<file path="config.mk">
export PLATFORM = sky130hd
export DESIGN_NAME = excp_ctrl_flat
export DESIGN_NICKNAME = d
export VERILOG_FILES = /design/src/rtl/excp_ctrl_pkg.sv /design/src/rtl/excp_ctrl_if.sv /design/src/rtl/excp_ctrl_prio.sv /design/src/rtl/excp_ctrl.sv /design/src/flat_wrapper.sv
export SDC_FILE = /design/constraint.sdc
export NUM_CORES = 1
export LEC_CHECK = 0
export ABC_AREA = 1
export CORE_MARGIN = 2
export CORE_UTILIZATION = 35
export CTS_BUF_LIST = sky130_fd_sc_hd__clkbuf_16
export CTS_CLUSTER_DIAMETER = 30
export DETAILED_ROUTE_END_ITERATION = 8
export HOLD_SLACK_MARGIN = 0.08
export PLACE_DENSITY = 0.76
export SLEW_MARGIN = 20
export SYNTH_ARGS = -nofsm -noshare
export SYNTH_HDL_FRONTEND = slang
export SYNTH_HIERARCHICAL = 1
export SYNTH_SLANG_ARGS = --single-unit
export TNS_END_PERCENT = 30
</file>
<file path="constraint.sdc">
create_clock -name clk -period 2.1 [get_ports clk]
set_input_delay 0.315 -clock clk [delete_from_list [all_inputs] [get_ports clk]]
set_output_delay 0.315 -clock clk [all_outputs]
set_load 0.02 [all_outputs]
</file>
<file path="src/rtl/excp_ctrl_pkg.sv">
// Shared constants and types for the WB exception/interrupt commit controller.
// ExcCodes follow the MIPS32 Cause.ExcCode encoding.
package excp_ctrl_pkg;

    localparam logic [4:0]  EXC_INT    = 5'h00;
    localparam logic [4:0]  EXC_ADEL   = 5'h04;
    localparam logic [4:0]  EXC_ADES   = 5'h05;
    localparam logic [4:0]  EXC_SYS    = 5'h08;
    localparam logic [4:0]  EXC_BP     = 5'h09;
    localparam logic [4:0]  EXC_RI     = 5'h0a;
    localparam logic [4:0]  EXC_OV     = 5'h0c;
    localparam logic [31:0] EXC_VECTOR = 32'hbfc0_0380;

    typedef enum logic [1:0] {
        ST_IDLE,
        ST_COMMIT,
        ST_REDIRECT
    } state_t;

    typedef enum logic [1:0] {
        KIND_NONE,
        KIND_INT,
        KIND_EXC,
        KIND_ERET
    } kind_t;

    function automatic logic int_pending_f(input logic ie, input logic exl,
                                           input logic [7:0] ip, input logic [7:0] im);
        return ie & ~exl & (|(ip & im));
    endfunction

endpackage

</file>
<file path="src/rtl/excp_ctrl_if.sv">
// WB-stage, CP0 and fetch-redirect signals seen by the exception controller.
// slave is the controller side; master is the pipeline/CP0/fetch side.
interface excp_ctrl_if;

    logic        ws_valid;
    logic [31:0] ws_pc;
    logic        ws_bd;
    logic        ws_ex;
    logic [4:0]  ws_excode;
    logic [31:0] ws_badvaddr;
    logic        ws_eret;
    logic        cp0_ie;
    logic        cp0_exl;
    logic [7:0]  cp0_im;
    logic [7:0]  cp0_ip;
    logic [31:0] cp0_epc;
    logic        ws_commit_ok;
    logic        cp0_excp_valid;
    logic [4:0]  cp0_excode;
    logic [31:0] cp0_pc;
    logic        cp0_bd;
    logic [31:0] cp0_badvaddr;
    logic        cp0_eret;
    logic        flush;
    logic        redirect_valid;
    logic [31:0] redirect_pc;
    logic        redirect_ready;

    modport slave (
        input  ws_valid, ws_pc, ws_bd, ws_ex, ws_excode, ws_badvaddr, ws_eret,
        input  cp0_ie, cp0_exl, cp0_im, cp0_ip, cp0_epc, redirect_ready,
        output ws_commit_ok, cp0_excp_valid, cp0_excode, cp0_pc, cp0_bd,
        output cp0_badvaddr, cp0_eret, flush, redirect_valid, redirect_pc
    );

    modport master (
        output ws_valid, ws_pc, ws_bd, ws_ex, ws_excode, ws_badvaddr, ws_eret,
        output cp0_ie, cp0_exl, cp0_im, cp0_ip, cp0_epc, redirect_ready,
        input  ws_commit_ok, cp0_excp_valid, cp0_excode, cp0_pc, cp0_bd,
        input  cp0_badvaddr, cp0_eret, flush, redirect_valid, redirect_pc
    );

endinterface

</file>
<file path="src/rtl/excp_ctrl_prio.sv">
// Combinational priority select between interrupt, carried exception and ERET.
// Produces the trap kind, its ExcCode and the redirect target.
module excp_prio
    import excp_ctrl_pkg::*;
(
    input  logic        int_pending,
    input  logic        ws_ex,
    input  logic [4:0]  ws_excode,
    input  logic        ws_eret,
    input  logic [31:0] cp0_epc,
    output kind_t       kind,
    output logic [4:0]  excode,
    output logic [31:0] target
);

    always_comb begin
        kind   = KIND_NONE;
        excode = EXC_INT;
        target = EXC_VECTOR;
        if (int_pending) begin
            kind = KIND_INT;
        end else if (ws_ex) begin
            kind   = KIND_EXC;
            excode = ws_excode;
        end else if (ws_eret) begin
            kind   = KIND_ERET;
            target = cp0_epc;
        end
    end

endmodule

</file>
<file path="src/rtl/excp_ctrl.sv">
// Exception/interrupt commit controller: samples WB, pulses CP0, holds flush,
// and offers the fetch redirect until accepted.
module excp_ctrl
    import excp_ctrl_pkg::*;
(
    input  logic clk,
    input  logic reset,
    excp_ctrl_if.slave bus
);

    state_t      state;
    state_t      state_nxt;
    kind_t       prio_kind;
    logic [4:0]  prio_excode;
    logic [31:0] prio_target;
    logic        int_pend;
    logic        trigger;

    kind_t       kind_q;
    logic [4:0]  excode_q;
    logic [31:0] pc_q;
    logic        bd_q;
    logic [31:0] badvaddr_q;
    logic [31:0] target_q;
    logic [15:0] redir_cycles;

    logic        excp_pulse;
    logic        eret_pulse;
    logic        flush_c;
    logic        redir_valid_c;

    assign int_pend = int_pending_f(bus.cp0_ie, bus.cp0_exl, bus.cp0_ip, bus.cp0_im);

    excp_prio u_prio (
        .int_pending (int_pend),
        .ws_ex       (bus.ws_ex),
        .ws_excode   (bus.ws_excode),
        .ws_eret     (bus.ws_eret),
        .cp0_epc     (bus.cp0_epc),
        .kind        (prio_kind),
        .excode      (prio_excode),
        .target      (prio_target)
    );

    assign trigger = bus.ws_valid & (prio_kind != KIND_NONE);

    always_ff @(posedge clk) begin
        if (reset) begin
            state <= ST_IDLE;
        end else begin
            state <= state_nxt;
        end
    end

    // The trap context is captured only on an IDLE trigger; WB is ignored otherwise.
    always_ff @(posedge clk) begin
        if (reset) begin
            kind_q     <= KIND_NONE;
            excode_q   <= '0;
            pc_q       <= '0;
            bd_q       <= 1'b0;
            badvaddr_q <= '0;
            target_q   <= EXC_VECTOR;
        end else if (state == ST_IDLE && trigger) begin
            kind_q     <= prio_kind;
            excode_q   <= prio_excode;
            pc_q       <= bus.ws_pc;
            bd_q       <= bus.ws_bd;
            badvaddr_q <= bus.ws_badvaddr;
            target_q   <= prio_target;
        end
    end

    // Debug only: saturating count of cycles spent waiting for fetch to accept.
    always_ff @(posedge clk) begin
        if (reset || state_nxt == ST_IDLE) begin
            redir_cycles <= '0;
        end else if (state == ST_REDIRECT && redir_cycles != '1) begin
            redir_cycles <= redir_cycles + 16'd1;
        end
    end

    always_comb begin
        state_nxt     = state;
        excp_pulse    = 1'b0;
        eret_pulse    = 1'b0;
        flush_c       = 1'b0;
        redir_valid_c = 1'b0;
        unique case (state)
            ST_IDLE: begin
                if (trigger) state_nxt = ST_COMMIT;
            end
            ST_COMMIT: begin
                excp_pulse = (kind_q == KIND_INT) || (kind_q == KIND_EXC);
                eret_pulse = (kind_q == KIND_ERET);
                flush_c    = 1'b1;
                state_nxt  = ST_REDIRECT;
            end
            ST_REDIRECT: begin
                flush_c       = 1'b1;
                redir_valid_c = 1'b1;
                if (bus.redirect_ready) state_nxt = ST_IDLE;
            end
            default: state_nxt = ST_IDLE;
        endcase
    end

    assign bus.ws_commit_ok   = bus.ws_valid & (state == ST_IDLE) & ~(int_pend | bus.ws_ex);
    assign bus.cp0_excp_valid = excp_pulse;
    assign bus.cp0_eret       = eret_pulse;
    assign bus.cp0_excode     = excode_q;
    assign bus.cp0_pc         = pc_q;
    assign bus.cp0_bd         = bd_q;
    assign bus.cp0_badvaddr   = badvaddr_q;
    assign bus.flush          = flush_c;
    assign bus.redirect_valid = redir_valid_c;
    assign bus.redirect_pc    = target_q;

endmodule
</file>
<file path="src/flat_wrapper.sv">
// flat-port wrapper written by rule: the top's interface ports become plain ports
module excp_ctrl_flat import excp_ctrl_pkg::*;
  (clk, reset, bus_ws_valid, bus_ws_pc, bus_ws_bd, bus_ws_ex, bus_ws_excode, bus_ws_badvaddr, bus_ws_eret, bus_cp0_ie, bus_cp0_exl, bus_cp0_im, bus_cp0_ip, bus_cp0_epc, bus_redirect_ready, bus_ws_commit_ok, bus_cp0_excp_valid, bus_cp0_excode, bus_cp0_pc, bus_cp0_bd, bus_cp0_badvaddr, bus_cp0_eret, bus_flush, bus_redirect_valid, bus_redirect_pc);
  excp_ctrl_if bus_i ();
  input  logic clk;
  input  logic reset;
  input wire logic [$bits(bus_i.ws_valid)-1:0] bus_ws_valid;
  input wire logic [$bits(bus_i.ws_pc)-1:0] bus_ws_pc;
  input wire logic [$bits(bus_i.ws_bd)-1:0] bus_ws_bd;
  input wire logic [$bits(bus_i.ws_ex)-1:0] bus_ws_ex;
  input wire logic [$bits(bus_i.ws_excode)-1:0] bus_ws_excode;
  input wire logic [$bits(bus_i.ws_badvaddr)-1:0] bus_ws_badvaddr;
  input wire logic [$bits(bus_i.ws_eret)-1:0] bus_ws_eret;
  input wire logic [$bits(bus_i.cp0_ie)-1:0] bus_cp0_ie;
  input wire logic [$bits(bus_i.cp0_exl)-1:0] bus_cp0_exl;
  input wire logic [$bits(bus_i.cp0_im)-1:0] bus_cp0_im;
  input wire logic [$bits(bus_i.cp0_ip)-1:0] bus_cp0_ip;
  input wire logic [$bits(bus_i.cp0_epc)-1:0] bus_cp0_epc;
  input wire logic [$bits(bus_i.redirect_ready)-1:0] bus_redirect_ready;
  output wire logic [$bits(bus_i.ws_commit_ok)-1:0] bus_ws_commit_ok;
  output wire logic [$bits(bus_i.cp0_excp_valid)-1:0] bus_cp0_excp_valid;
  output wire logic [$bits(bus_i.cp0_excode)-1:0] bus_cp0_excode;
  output wire logic [$bits(bus_i.cp0_pc)-1:0] bus_cp0_pc;
  output wire logic [$bits(bus_i.cp0_bd)-1:0] bus_cp0_bd;
  output wire logic [$bits(bus_i.cp0_badvaddr)-1:0] bus_cp0_badvaddr;
  output wire logic [$bits(bus_i.cp0_eret)-1:0] bus_cp0_eret;
  output wire logic [$bits(bus_i.flush)-1:0] bus_flush;
  output wire logic [$bits(bus_i.redirect_valid)-1:0] bus_redirect_valid;
  output wire logic [$bits(bus_i.redirect_pc)-1:0] bus_redirect_pc;
  assign bus_i.ws_valid = bus_ws_valid;
  assign bus_i.ws_pc = bus_ws_pc;
  assign bus_i.ws_bd = bus_ws_bd;
  assign bus_i.ws_ex = bus_ws_ex;
  assign bus_i.ws_excode = bus_ws_excode;
  assign bus_i.ws_badvaddr = bus_ws_badvaddr;
  assign bus_i.ws_eret = bus_ws_eret;
  assign bus_i.cp0_ie = bus_cp0_ie;
  assign bus_i.cp0_exl = bus_cp0_exl;
  assign bus_i.cp0_im = bus_cp0_im;
  assign bus_i.cp0_ip = bus_cp0_ip;
  assign bus_i.cp0_epc = bus_cp0_epc;
  assign bus_i.redirect_ready = bus_redirect_ready;
  assign bus_ws_commit_ok = bus_i.ws_commit_ok;
  assign bus_cp0_excp_valid = bus_i.cp0_excp_valid;
  assign bus_cp0_excode = bus_i.cp0_excode;
  assign bus_cp0_pc = bus_i.cp0_pc;
  assign bus_cp0_bd = bus_i.cp0_bd;
  assign bus_cp0_badvaddr = bus_i.cp0_badvaddr;
  assign bus_cp0_eret = bus_i.cp0_eret;
  assign bus_flush = bus_i.flush;
  assign bus_redirect_valid = bus_i.redirect_valid;
  assign bus_redirect_pc = bus_i.redirect_pc;
  excp_ctrl u_core (.clk(clk), .reset(reset), .bus(bus_i));
endmodule
</file>
==> results.md <==
- Unrepaired setup endpoints after global routing: no
- Clk network pwr share: between 20 and 30%
- Clk root buf: clkbuf_16
- H-tree depth: 3
- Clk slew on worst S/H paths: 0.07 ns
- Final nets: 941
- Worst reg2reg startpoint: u_core/state[1]$_SDFFE_PP0P_
- Vias per cell: 4.75
- Die Span Y: 113 µm
- Ys async rst share: 0%
- Status: completed
- Min-delay src: u_core/bus.redirect_pc[8]$_SDFFE_PP1P_
- DRT iter0 DRCs: ~250
- Synth cell types: 20
- Initial antenna violation count: 0
- Grt met1 use: a little under a quarter
- Routed wire length: 13,500 µm
- Met2 usage: between 30% and 40%
- FP Rows: 39
- Post-synth EDFFs: 0
- Final hold slack: around 0.46 ns
- Routed Antenna Nets: 0
- CTS Buffer Depth: 2
- Sw frac: 29.6%
- Overall Global Routing Usage: ~20%
- Synth area leaders: dfxtp_1 51%, nor2_1 20%, o21ai_0 10%, nand2_1 7.9%, buf_2 1.7%
- Io pins: between 200 and 250
- Setup Skew: 0.00417 ns
- Max Cap Viol: 0
- Vias in the first global route: approximately 4,400
- CTS buffer count: 9
- GRT busiest layer: met2
- Post-route setup slack: between 0.15 and 0.2 ns
- Minimum clock period: roughly 1.9 ns
- Int Power: between 3 and 4 mW
- PortBufs: 232
- Routing usage on met3: ~6.2%
- Slowest CP cell: clkdlybuf4s50_1
- Worst Hold End: u_core/bus.redirect_pc[8]$_SDFFE_PP1P_
- Die Area: between 10,000 and 15,000 µm²
- CTS tree: yes
- Synthesized net count: roughly 700
- Clock latency on the worst-skew pair: between 0.3 and 0.4 ns
- Cell repeated most along the worst path: nand2_1
- Rel. slew slack: between 50% and 60%
- First-pass GRT wire length: about 21,000 µm
- Most common cell in the netlist: nor2_1
- R2R Setup Slk: between 0.6 and 0.7 ns
- Synth Instances: between 500 and 600
- DR WL/cell: roughly 14 µm
- Worst min path class: register to register
- Area grow syn2layout: 69.0%
- Leakage: 3.08 nW
- Seq cells post-synth: between 100 and 150
- Core area: approximately 12,000 µm²
- Crit Path Class: input pin to register
- Worst slew pin tran: about 0.63 ns
- Commonest cells in the netlist: 221 x nor2_1, 106 x dfxtp_1, 88 x nand2_1
- CP Cell Sequence: clkdlybuf4s50_1 -> nand2_1 -> nand2_1 -> nor2_1 -> nand2_1 -> nand2_1 -> nor2_2 -> inv_2 -> nand2_1 -> nand2_2 -> o211ai_4 -> buf_4 -> buf_12 -> nor2_1 -> nor2_1
- Largest net degree at the start of global routing: roughly 100
- Count of final setup violators: 0
- Placer congestion estimate: 0.819
- Critical path startpoint category: input pin
- Top cell type's share of synthesized area: around half
- Combinational power share: 29.6%
- Hold Vio Cnt, Final: 0
- Ant diodes: 0
- R2R Path End: u_core/bus.cp0_excode[4]$_SDFFE_PP0P_
- CP Capture Type: register
- Worst EP arrival: 2.21 ns
- Highest Clock Rate: about 520 MHz
- Grt total ovfl: 0
- Leading register cell type out of synthesis: dfxtp_1
- Sequential share of power: a little over two fifths
- Share of cells above drive strength 1: between 5 and 6%
- Die W: ~110 µm
- Seq/Total Area, Yosys: between 50% and 60%
- Power per Cell Area: between 700 and 800 nW/µm²
- DR vias: between 4,000 and 5,000
- Hold Crit Depth: 2
- R2R depth: 7
- Worst-path fanout max: 18
- Place WS: -0.226 ns
- First-pass iteration count of the detailed router: 4
- Worst path max stage delay: around 0.47 ns
- P_sw: 1.66 mW
- Hold_buf cts: 0
- Fin crit share: 92.0%
- Hpwl dp: approximately 9400 µm
- Post-synth top area cell: dfxtp_1
- Mapped Area: 4190 µm²
- Syn. warnings: 6
- Max-slew violations: 0
- DRC viols: 0
- Worst path required time: roughly 2.4 ns
- Effective utilization at floorplan: between 30% and 40%
- Max IR drop VDD: about 470 µV
- Total power draw: about 5.6 mW
- Syn Area/Cell: slightly above 7 µm²
- CTS sink cnt: about 110
## power by group through the flow
stage / sequential, mW / clock (mW) / combinational [mW]
finish: 2.35 / 1.61 / 1.67
global route: 2.37 / 1.75 / 1.80
CTS: 2.35 / 1.67 / 1.63
detailed placement: 2.39 / 0 / 1.62
global placement: 2.38 / 0 / 1.59
floorplan: 2.65 / 0 / 0.496
## timing repair
action	4_1_cts	5_1_grt
endpoints found under the setup margin	1	83
cloned	0	2
pin swaps	0	1
setup buffers	0	3
resized for setup	2	11
## critical path: cells and delay by family
family	cells	cell delay [ns]
simple gates	10	0.74
compound gates	1	0.24
buf+inv	4	0.89
## state kept, by name, indices dropped and copies added (netlist names)
signal and flops:
u_core/bus.cp0_badvaddr 32, u_core/bus.cp0_pc 32, u_core/bus.redirect_pc 32, u_core/bus.cp0_excode 5
u_core/kind_q 2, u_core/state 2, u_core/bus.cp0_bd 1
## layout make-up
type                            instances  area (µm²)
Inverter                               11        41.3
Multi-Input combinational cell        429        1840
Sequential cell                       106        2120
Clock buffer                            9         225
Timing Repair Buffer                  254        2620
Tap cell                              143         179
Fill cell                            1031        4490
Clock inverter                          6        52.6
## kinds of logic (layout without fill, tap and decap cells)
kind of cell / count (synthesis) / count (layout) / share of synthesized area, %
simple gates: 327 / 327 / 30.2
flops: 106 / 106 / 50.7
compound gates: 98 / 98 / 12.0
buf+inv: 51 / 280 / 5.98
fa+ha+maj: 4 / 4 / 1.20
## through the flow
| step | TNS [ns] | area [µm²] | utilization, % | cells |
|---|---|---|---|---|
| after floorplan | 0 | 4190 | - | 586 |
| after global placement | -13.02 | 6700 | 58.0 | 938 |
| after detailed placement | -18.64 | 6700 | 58.0 | 938 |
| after CTS | 0 | 6980 | 60.4 | 953 |
| after global routing | 0 | 7080 | 61.2 | 958 |
| final | 0 | 7080 | 61.2 | 958 |
## cell usage in the layout (no fill, tap or decap), drive strengths merged
| cell type | instances |
|---|---|
| a21oi | 5 |
| buf | 20 |
| bufinv | 1 |
| clkbuf | 11 |
| clkdlybuf4s50 | 228 |
| clkinv | 1 |
| clkinvlp | 1 |
| dfxtp | 106 |
| dlygate4sd2 | 1 |
| dlymetal6s2s | 3 |
| ha | 4 |
| inv | 14 |
| nand2 | 90 |
| nand3 | 13 |
| nand3b | 1 |
| nor2 | 223 |
| o211ai | 1 |
| o21ai | 92 |
## how the worst max path moves through the flow
stage,start,endpoint
floorplan,bus_cp0_ip[5],u_core/bus.cp0_badvaddr[14]$_SDFFE_PP0P_
global placement,bus_cp0_ip[1],u_core/bus.redirect_pc[2]$_SDFFE_PP0P_
detailed placement,bus_cp0_im[7],u_core/bus.cp0_badvaddr[14]$_SDFFE_PP0P_
CTS,u_core/state[1]$_SDFFE_PP0P_,bus_flush
global route,bus_cp0_im[6],u_core/bus.cp0_excode[4]$_SDFFE_PP0P_
finish,bus_cp0_ip[1],u_core/bus.cp0_excode[4]$_SDFFE_PP0P_
## layer usage
metal	vias up	wire length [µm]
li1	2288	-
met1	2064	5490
met2	165	6500
met3	33	978
met4	0	482
met5	-	0
Note: power is estimated with default switching activity, not from simulation.
